$ cat src/rtl/morse_char_decoder_if.sv
// Strobe inputs from the Morse detector and the byte-stream output of the decoder.
interface morse_char_decoder_if;
    logic       dot;
    logic       dash;
    logic       ch_s;
    logic       w_s;
    logic       en;
    logic       out_ready;
    logic       out_valid;
    logic [7:0] out_data;
    logic [2:0] sym_count;
    logic       drop_err;

    modport master (
        output dot, dash, ch_s, w_s, en, out_ready,
        input  out_valid, out_data, sym_count, drop_err
    );
    modport slave (
        input  dot, dash, ch_s, w_s, en, out_ready,
        output out_valid, out_data, sym_count, drop_err
    );
endinterface

$ cat src/rtl/morse_char_decoder.sv
// Collects dot/dash symbols into characters, translates them to ASCII and
// queues the bytes (plus word spaces) in a small FIFO for a byte-stream consumer.
module morse_char_decoder #(
    parameter int DEPTH = 4
) (
    input logic                 clk,
    input logic                 reset,
    morse_char_decoder_if.slave bus
);
    localparam int AW = (DEPTH > 1) ? $clog2(DEPTH) : 1;
    localparam logic [7:0] SPACE = 8'h20;
    localparam logic [7:0] UNKNOWN = 8'h3F;

    typedef enum logic {ACCUM, EMIT_SPACE} state_t;

    state_t     state, state_d;
    logic [4:0] pat;
    logic [2:0] cnt;
    logic       ovl;
    logic       has_wr, last_sp;

    logic [7:0]    mem [DEPTH];
    logic [AW-1:0] wptr, rptr;
    logic [AW:0]   fcnt;

    logic       ev, ev_sym, ev_dash, ev_ch, ev_ws, char_wr;
    logic       wr_req, push, pop, full;
    logic [7:0] wr_data, lut;

    // The most recent symbol sits at the LSB, so the first symbol is the
    // MSB of the count-wide field; unused upper bits stay zero.
    function automatic logic [7:0] lookup(input logic [2:0] n, input logic [4:0] p, input logic o);
        logic [7:0] r;
        r = UNKNOWN;
        if (!o) begin
            case ({n, p})
                {3'd2, 5'b00001}: r = 8'h41; // A
                {3'd4, 5'b01000}: r = 8'h42; // B
                {3'd4, 5'b01010}: r = 8'h43; // C
                {3'd3, 5'b00100}: r = 8'h44; // D
                {3'd1, 5'b00000}: r = 8'h45; // E
                {3'd4, 5'b00010}: r = 8'h46; // F
                {3'd3, 5'b00110}: r = 8'h47; // G
                {3'd4, 5'b00000}: r = 8'h48; // H
                {3'd2, 5'b00000}: r = 8'h49; // I
                {3'd4, 5'b00111}: r = 8'h4A; // J
                {3'd3, 5'b00101}: r = 8'h4B; // K
                {3'd4, 5'b00100}: r = 8'h4C; // L
                {3'd2, 5'b00011}: r = 8'h4D; // M
                {3'd2, 5'b00010}: r = 8'h4E; // N
                {3'd3, 5'b00111}: r = 8'h4F; // O
                {3'd4, 5'b00110}: r = 8'h50; // P
                {3'd4, 5'b01101}: r = 8'h51; // Q
                {3'd3, 5'b00010}: r = 8'h52; // R
                {3'd3, 5'b00000}: r = 8'h53; // S
                {3'd1, 5'b00001}: r = 8'h54; // T
                {3'd3, 5'b00001}: r = 8'h55; // U
                {3'd4, 5'b00001}: r = 8'h56; // V
                {3'd3, 5'b00011}: r = 8'h57; // W
                {3'd4, 5'b01001}: r = 8'h58; // X
                {3'd4, 5'b01011}: r = 8'h59; // Y
                {3'd4, 5'b01100}: r = 8'h5A; // Z
                {3'd5, 5'b11111}: r = 8'h30;
                {3'd5, 5'b01111}: r = 8'h31;
                {3'd5, 5'b00111}: r = 8'h32;
                {3'd5, 5'b00011}: r = 8'h33;
                {3'd5, 5'b00001}: r = 8'h34;
                {3'd5, 5'b00000}: r = 8'h35;
                {3'd5, 5'b10000}: r = 8'h36;
                {3'd5, 5'b11000}: r = 8'h37;
                {3'd5, 5'b11100}: r = 8'h38;
                {3'd5, 5'b11110}: r = 8'h39;
                default:          r = UNKNOWN;
            endcase
        end
        return r;
    endfunction

    assign ev      = bus.en & $onehot({bus.dot, bus.dash, bus.ch_s, bus.w_s});
    assign ev_sym  = ev & (bus.dot | bus.dash);
    assign ev_dash = ev & bus.dash;
    assign ev_ch   = ev & bus.ch_s;
    assign ev_ws   = ev & bus.w_s;
    assign char_wr = (ev_ch | ev_ws) & (cnt != 3'd0);
    assign lut     = lookup(cnt, pat, ovl);

    // A character write always wins the single write port; a pending space waits.
    always_comb begin
        state_d = state;
        wr_req  = 1'b0;
        wr_data = 8'h00;
        case (state)
            ACCUM: begin
                if (char_wr) begin
                    wr_req  = 1'b1;
                    wr_data = lut;
                    if (ev_ws) state_d = EMIT_SPACE;
                end else if (ev_ws) begin
                    wr_req  = has_wr & ~last_sp;
                    wr_data = SPACE;
                end
            end
            EMIT_SPACE: begin
                if (char_wr) begin
                    wr_req  = 1'b1;
                    wr_data = lut;
                end else begin
                    wr_req  = has_wr & ~last_sp;
                    wr_data = SPACE;
                    state_d = ACCUM;
                end
            end
            default: state_d = ACCUM;
        endcase
    end

    always_ff @(posedge clk or posedge reset) begin
        if (reset) state <= ACCUM;
        else       state <= state_d;
    end

    always_ff @(posedge clk or posedge reset) begin
        if (reset) begin
            pat <= 5'd0;
            cnt <= 3'd0;
            ovl <= 1'b0;
        end else if (ev_sym) begin
            if (cnt == 3'd5) begin
                ovl <= 1'b1;
            end else begin
                pat <= {pat[3:0], ev_dash};
                cnt <= cnt + 3'd1;
            end
        end else if (char_wr) begin
            pat <= 5'd0;
            cnt <= 3'd0;
            ovl <= 1'b0;
        end
    end

    // Last-written marker tracks write requests, whether or not the FIFO had room.
    always_ff @(posedge clk or posedge reset) begin
        if (reset) begin
            has_wr  <= 1'b0;
            last_sp <= 1'b0;
        end else if (wr_req) begin
            has_wr  <= 1'b1;
            last_sp <= (wr_data == SPACE);
        end
    end

    assign full = (fcnt == (AW+1)'(DEPTH));
    assign pop  = (fcnt != '0) & bus.out_ready;
    assign push = wr_req & (~full | pop);

    always_ff @(posedge clk or posedge reset) begin
        if (reset) begin
            wptr         <= '0;
            rptr         <= '0;
            fcnt         <= '0;
            bus.drop_err <= 1'b0;
        end else begin
            if (push) wptr <= wptr + 1'b1;
            if (pop)  rptr <= rptr + 1'b1;
            case ({push, pop})
                2'b10:   fcnt <= fcnt + 1'b1;
                2'b01:   fcnt <= fcnt - 1'b1;
                default: fcnt <= fcnt;
            endcase
            if (wr_req & ~push) bus.drop_err <= 1'b1;
        end
    end

    always_ff @(posedge clk) begin
        if (push) mem[wptr] <= wr_data;
    end

    assign bus.out_valid = (fcnt != '0);
    assign bus.out_data  = bus.out_valid ? mem[rptr] : 8'h00;
    assign bus.sym_count = cnt;
endmodule

$ cat src/flat_wrapper.sv
// flat-port wrapper written by rule: the top's interface ports become plain ports
module morse_char_decoder_flat 
#(
    parameter int DEPTH = 4
)
  (clk, reset, bus_dot, bus_dash, bus_ch_s, bus_w_s, bus_en, bus_out_ready, bus_out_valid, bus_out_data, bus_sym_count, bus_drop_err);
  morse_char_decoder_if bus_i ();
  input logic clk;
  input logic reset;
  input wire logic [$bits(bus_i.dot)-1:0] bus_dot;
  input wire logic [$bits(bus_i.dash)-1:0] bus_dash;
  input wire logic [$bits(bus_i.ch_s)-1:0] bus_ch_s;
  input wire logic [$bits(bus_i.w_s)-1:0] bus_w_s;
  input wire logic [$bits(bus_i.en)-1:0] bus_en;
  input wire logic [$bits(bus_i.out_ready)-1:0] bus_out_ready;
  output wire logic [$bits(bus_i.out_valid)-1:0] bus_out_valid;
  output wire logic [$bits(bus_i.out_data)-1:0] bus_out_data;
  output wire logic [$bits(bus_i.sym_count)-1:0] bus_sym_count;
  output wire logic [$bits(bus_i.drop_err)-1:0] bus_drop_err;
  assign bus_i.dot = bus_dot;
  assign bus_i.dash = bus_dash;
  assign bus_i.ch_s = bus_ch_s;
  assign bus_i.w_s = bus_w_s;
  assign bus_i.en = bus_en;
  assign bus_i.out_ready = bus_out_ready;
  assign bus_out_valid = bus_i.out_valid;
  assign bus_out_data = bus_i.out_data;
  assign bus_sym_count = bus_i.sym_count;
  assign bus_drop_err = bus_i.drop_err;
  morse_char_decoder #(.DEPTH(DEPTH)) u_core (.clk(clk), .reset(reset), .bus(bus_i));
endmodule
$ cat config.mk
export PLATFORM = sky130hd
export DESIGN_NAME = morse_char_decoder_flat
export DESIGN_NICKNAME = d
export VERILOG_FILES = /design/src/rtl/morse_char_decoder_if.sv /design/src/rtl/morse_char_decoder.sv /design/src/flat_wrapper.sv
export SDC_FILE = /design/constraint.sdc
export NUM_CORES = 1
export LEC_CHECK = 0
export ABC_AREA = 1
export ABC_CLOCK_PERIOD_IN_PS = 2820
export CORE_ASPECT_RATIO = 0.9
export CORE_UTILIZATION = 59
export CTS_CLUSTER_DIAMETER = 60
export CTS_CLUSTER_SIZE = 40
export DETAILED_ROUTE_END_ITERATION = 10
export GPL_TIMING_DRIVEN = 0
export PLACE_DENSITY = 0.89
export SYNTH_ARGS = -nofsm -noshare
export SYNTH_HDL_FRONTEND = slang
export SYNTH_SLANG_ARGS = --single-unit
$ cat constraint.sdc
create_clock -name clk -period 2.82 [get_ports clk]
set_input_delay 0.564 -clock clk [delete_from_list [all_inputs] [get_ports clk]]
set_output_delay 0.564 -clock clk [all_outputs]
set_load 0.005 [all_outputs]
Yosys cells after proc, flatten, opt, wreduce, memory -nomap -nowiden
Memory sizes are Yosys's and may differ from the RTL's.
Index checks and enable logic that the tools add are counted.
- memories kept: 1
- output and inout port bits: 13
- word-level logic and storage cells: 113
- register bits: 20
- RAM bits: 32
- bitwise logic cells: 17
- equality and inequality tests: 44
- add/subtract/negate cells: 8
- reductions and logical operators: 6
- multiplexer cells: 27
- memory list (memory ; words ; bits a word ; read ports ; clocked after memory_dff ; wr ports ; line ; RTL):
    u_core.mem ; 4 ; 8 ; 1 ; 0 ; 1 ; morse_char_decoder.sv:22 ; logic [7:0] mem [DEPTH];
- operators with widths (cell ; number):
    one-hot mux 7 bit (36 select lines) ; 1
    equality test 8 bit, second input constant ; 22
    equality test 8 x 7 -> 1 bit, second input constant ; 12
    two-way mux 8 bit ; 4
    equality test 8 x 6 -> 1 bit, second input constant ; 3
    one-hot mux 8 bit (2 select lines) ; 1
    two-way mux 5 bit ; 3
    two-way mux 1 bit ; 11
    AND 1 bit ; 10
    two-way mux 3 bit ; 3
    adder 3 x 1 -> 3 bit, second input constant ; 2
    equality test 3 bit, second input constant ; 2
    two-way mux 6 bit ; 1
    one-hot mux 3 bit (2 select lines) ; 1
    nonzero test 3 bit ; 2
    adder 1 x 1 -> 2 bit ; 2
    adder 2 x 1 -> 2 bit, second input constant ; 2
    inequality test 2 bit, second input constant ; 2
    NOT 1 bit ; 4
    one-hot mux 1 bit (2 select lines) ; 2
    AND reduction 2 bit ; 2
    nonzero test 2 bit ; 2
    adder 3 bit ; 1
    equality test 3 x 1 -> 1 bit, second input constant ; 1
    4 further kinds ; 6

Longest topological paths before layout
Gate-level depths: netlist of the first run.
- depth in word-level cells: 12
- gate-level depth with buffers: 18
- mapped depth without buffers: 18

Worst setup path after synthesis of the first run
Ideal clock, no wire load.
- path type: input-to-reg
- from: in bus_dash
- to: mem u_core.mem[0][0] (enable)
- data arrival time: 2.620 ns
- stages: 9
- buffers on the path: 0
- library setup time: 0.360 ns
- path slack: -0.160 ns
- cell sequence: inv_1 -> ha_1 -> ha_1 -> fa_1 -> nor3_1 -> nand2_1 -> nand2_1 -> nand2_1 -> nor2_1
- cells in the longest elaborated chain, start to end: 12
- elaborated cells between the ends (all ways): 15
- ends and longest elaborated chain (item ; line ; RTL):
    from (decl) ; flat_wrapper.sv:11 ; input wire logic [$bits(bus_i.dash)-1:0] bus_dash;
    adder 1 x 1 -> 2 bit (not written as such) (*) ; morse_char_decoder.sv:79 ; assign ev = bus.en & $onehot({bus.dot, bus.dash, bus.ch_s, bus.w_s});
    adder 3 bit (not written as such) (*) ; morse_char_decoder.sv:79 ;
    equality test 3 x 1 -> 1 bit (*) ; morse_char_decoder.sv:79 ;
    AND 1 bit (*) ; morse_char_decoder.sv:79 ;
    AND 1 bit, on equally long branches ; morse_char_decoder.sv:82, morse_char_decoder.sv:83 ;
    OR 1 bit ; morse_char_decoder.sv:84 ; assign char_wr = (ev_ch | ev_ws) & (cnt != 3'd0);
    AND 1 bit ; morse_char_decoder.sv:84 ;
    two-way mux 1 bit, on equally long branches ; morse_char_decoder.sv:104, morse_char_decoder.sv:94 ;
    one-hot mux 1 bit (2 select lines) (*) ; morse_char_decoder.sv:92 ; case (state)
    AND 1 bit (*) ; morse_char_decoder.sv:154 ; assign push = wr_req & (~full | pop);
    two-way mux 1 bit (*) ; morse_char_decoder.sv:175 ; if (push) mem[wptr] <= wr_data;
    two-way mux 1 bit (not written as such) (*) ; morse_char_decoder.sv:175 ;
    to (decl) ; morse_char_decoder.sv:22 ;
Every way passes the cells marked *; elsewhere a longest branch is shown, timed or not.

Worst setup path after layout of the first run
- from: in bus_ch_s
- to: reg u_core.fcnt[2]
- cells in the longest elaborated chain, start to end: 12
- elaborated cells between the ends (all ways): 17
- ends and longest elaborated chain (item ; line ; RTL):
    from (decl) ; flat_wrapper.sv:12 ; input wire logic [$bits(bus_i.ch_s)-1:0] bus_ch_s;
    adder 1 x 1 -> 2 bit (not written as such) ; morse_char_decoder.sv:79 ;
    adder 3 bit (not written as such) ; morse_char_decoder.sv:79 ;
    equality test 3 x 1 -> 1 bit ; morse_char_decoder.sv:79 ;
    AND 1 bit ; morse_char_decoder.sv:79 ;
    AND 1 bit, on equally long branches ; morse_char_decoder.sv:82, morse_char_decoder.sv:83 ;
    OR 1 bit ; morse_char_decoder.sv:84 ;
    AND 1 bit ; morse_char_decoder.sv:84 ;
    two-way mux 1 bit, on equally long branches ; morse_char_decoder.sv:104, morse_char_decoder.sv:94 ;
    one-hot mux 1 bit (2 select lines) (*) ; morse_char_decoder.sv:92 ;
    AND 1 bit (*) ; morse_char_decoder.sv:154 ;
    equality test 2 x 1 -> 1 bit / equality test 2 bit (equally long branches) ; morse_char_decoder.sv:165 ; case ({push, pop})
    one-hot mux 3 bit (2 select lines) / nonzero test 2 bit (equally long branches) ; n/a ;
    to (signal assigned) ; morse_char_decoder.sv:166 ; 2'b10: fcnt <= fcnt + 1'b1;
    to (signal assigned) ; morse_char_decoder.sv:167 ; 2'b01: fcnt <= fcnt - 1'b1;
    to (signal assigned) ; morse_char_decoder.sv:168 ; default: fcnt <= fcnt;
    to (decl) ; morse_char_decoder.sv:24 ; logic [AW:0] fcnt;
Marks and branches as above.
A chain may end at the register's enable or synchronous reset.

==> results of run 1 <==
## where the power goes
part | switching [mW] | total [mW] | internal, mW
combinational | 0.999 | 1.64 | 0.644
clock | 0.238 | 0.528 | 0.290
sequential | 0.148 | 1.05 | 0.905
total | 1.38 | 3.22 | 1.84
## synth_stat cells (2+ instances only)
library cell,count,area share [%]
fa_1,2,1.4
nand3_1,14,2.5
ha_1,11,4.8
a21oi_1,23,4.0
xor2_1,3,0.92
nand3b_1,2,0.53
edfxtp_1,28,29
nand2_1,81,11
nor3_1,7,1.2
dfrtp_1,20,18
nor2_1,81,11
o21ai_0,21,3.7
inv_1,47,6.2
clkbuf_1,3,0.39
o22ai_1,4,0.88
nand4_1,5,1.1
inv_2,3,0.39
nand2_2,4,0.88
## cell families (layout without fill, tap and decap cells)
logic type	count (synthesis)	in the layout	share of synthesized area [%]
xor gates and xnor gates	3	3	0.920
AOI/OAI and AO/OA	51	51	9.37
adders and majority gates	13	13	6.22
buffers and inverters	55	87	7.36
DFF	48	48	46.9
and+or+nand+nor	200	200	29.1
other	1	1	0.131
## cell type report
cell class | instances | area (um^2)
repair buffers | 26 | 241
multi-input cells | 268 | 1410
plain buffers | 3 | 18.8
flip-flops and latches | 48 | 1340
well taps | 62 | 77.6
clock buffers | 6 | 82.6
fillers | 332 | 1140
clock inverters | 2 | 38.8
inverters | 50 | 190
## worst max-delay path: cells and delay by family
family | cells | cell delay [ns]
adder cells (fa/ha/maj) | 4 | 1.31
buffers and inverters | 5 | 0.58
AND/OR/NAND/NOR | 8 | 0.48
## layer usage
metal	global-route usage, %	vias to the layer above	wire [um]
li1	-	1258	-
met1	38.0	1221	2840
met2	43.3	126	3200
met3	5.74	10	588
met4	6.94	0	70
met5	0	-	0
## timing repair
action                                  CTS  global route
endpoints found under the setup margin   55            48
pin swaps                                 9             8
setup buffers                             4             3
gates resized for setup                  19             9
## how the worst max path moves through the flow
stage,from,to,slack (ns),cells after the start
floorplan,bus_dash,u_core.fcnt[2]$_DFFE_PP0P_,0.008,18
global placement,bus_dash,u_core.fcnt[2]$_DFFE_PP0P_,-0.72,19
detailed placement,bus_dash,u_core.fcnt[1]$_DFFE_PP0P_,-0.81,14
CTS,bus_ch_s,u_core.fcnt[1]$_DFFE_PP0P_,-0.004,12
global route,u_core.rptr[0]$_DFFE_PP0P_,bus_out_data[3],-0.03,7
finish,bus_ch_s,u_core.fcnt[2]$_DFFE_PP0P_,0.10,17
## metrics by stage
stage               cell area [um^2]  setup slack [ns]  total power, mW  TNS (ns)
CTS                             3360          -0.00383             3.17  -0.00383
detailed placement              3170            -0.812             2.60    -33.90
floorplan                       2900           0.00828             2.07         0
finish                          3400             0.102             3.22         0
global placement                3170            -0.721             2.53    -28.04
global route                    3400           -0.0252             3.44   -0.0455
## sequential cells by signal, summed over array words and instances (netlist names)
| name | flops |
|---|---|
| u_core.mem | 28 |
| u_core.ovl | 1 |
| u_core.last_sp | 1 |
| u_core.fcnt | 3 |
| u_core.has_wr | 1 |
| u_core.bus.drop_err | 1 |
| u_core.state | 1 |
| u_core.pat | 5 |
| u_core.rptr | 2 |
| u_core.wptr | 2 |
| u_core.bus.sym_count | 3 |
==> impl_metrics.yaml, run 1 <==
setup_path:
  startpoint_type: "input port"
  arrival_ns: 2.92
  worst-path-max-fanout: 7
  crit_chain: "dlygate4sd2_1 -> ha_1 -> ha_2 -> fa_1 -> nor3_2 -> buf_4 -> nand2_8 -> nand2_8 -> inv_4 -> nand2_4 -> fa_2 -> inv_1 -> nand2_1 -> nand2_1 -> nand2_1 -> nand2_1 -> inv_1"
  r2r-end: "u_core.mem[2][5]$_DFFE_PP_"
  worstPathRequired_ns: 3.03
  slowest_stage: "fa_1"
  critPathCaptureType: "flop"
  worstSetupPathType: "input port to flop"
  r2r_start: "u_core.bus.sym_count[0]$_DFFE_PP0P_"
  cp_slowest_stage_delay_ns: 0.50
  rr_worst_depth: 8
  r2r_slack_ns: 0.55
  crit_top_cell: "nand2_1"
clock_network:
  holdBufCountCts: 0
  cts_buffers: 5
  cts_max_level: 2
  clock-sinks: 48
  cts_max_path_buffers: 2
  clk_pin_slew_ns: 0.09
  clk_latency_ns: 0.31
  root_buffer: "clkbuf_8"
  cts_tree: "built"
synthesis:
  avgSynthCellArea_um2: 7.70
  synth_area_mm2: 0.00286
  ys.warnings.count: 0
  netlist_instances: 371
  yosysUniqueCellTypes: 30
  ys_seq_elements: 48
  yosysSeqAreaShare_pct: 46.9
  synth-edff-count: 28
  synthArstFlopShare_pct: 41.7
  syn_nets: 392
  synth_flop_cell: "edfxtp_1"
global_route:
  grt_antenna_before_repair: 0
  grt_max_degree: 21
  grt_first_pass_wirelength_um: 10200
  grt_overflow: 0
  track_usage_pct: 27.2
  grt_pass1_vias: 2259
route:
  drt.antenna.violating_nets: 0
  first_pass_iters: 5
  dr.first_iter.drc_count: 266
  wl_per_cell_um: 14.4
  drc_errors: 0
  via_count: 2615
  wirelength_um: 6700
  viasPerCell: 5.62
finish:
  mostFrequentLayoutCells: "nor2_1 (76), nand2_1 (75), inv_1 (46)"
  fin_cells: 465
  drive_above_1_share_pct: 11.4
  fin_nets: 423
  final_common_cell: "nor2_1"
  diodes: 0
  synthToLayoutAreaGrowth_pct: 19.1
  finish.utilization_pct: 74.8
job:
  drv_cap: 0
min_path:
  min_from: "u_core.bus.drop_err$_DFFE_PP0P_"
  hold_depth: 1
  hold-path-endpoint: "u_core.bus.drop_err$_DFFE_PP0P_"
  holdCritPathClass: "flop to flop"
timing:
  fin_crit_sh_pct: 96.4
  finalClockSkew_ns: 0.00552
  final.min_clock_period_ns: 2.72
  hold_viol_final: 0
  holdWs_ns: 0.490
  fmax_ghz: 0.368
  max-slew-margin-rel_pct: 45.1
  drv_slew: 0
  setup_viol: 0
  worstMarginPinSlew_ns: 0.823
floorplan:
  ioPinCount: 21
  num_rows: 23
  core_mm2: 0.00455
  die_y_um: 68.0
  dieArea_mm2: 0.00513
  die_x_um: 75.4
  initial_utilization_pct: 62.9
placed_design:
  routabilityCongestion: 0.996
  dp_cells: 452
  hpwl_um: 4780
  portBuffers: 19
power_and_ir_drop:
  ir_worst_vdd_uv: 568
  leakagePower_nw: 1.60
  p_per_area_mw_per_mm2: 947
status:
  outcome: "complete, no violations"
Note: power is estimated with default switching activity, not from simulation.
==> run 2: changes to the inputs <==
Settings changed: CTS_CLUSTER_DIAMETER 60 to 120.
==> results of run 2 <==
Final layout, timing and power as in run 1 (identical DEF).
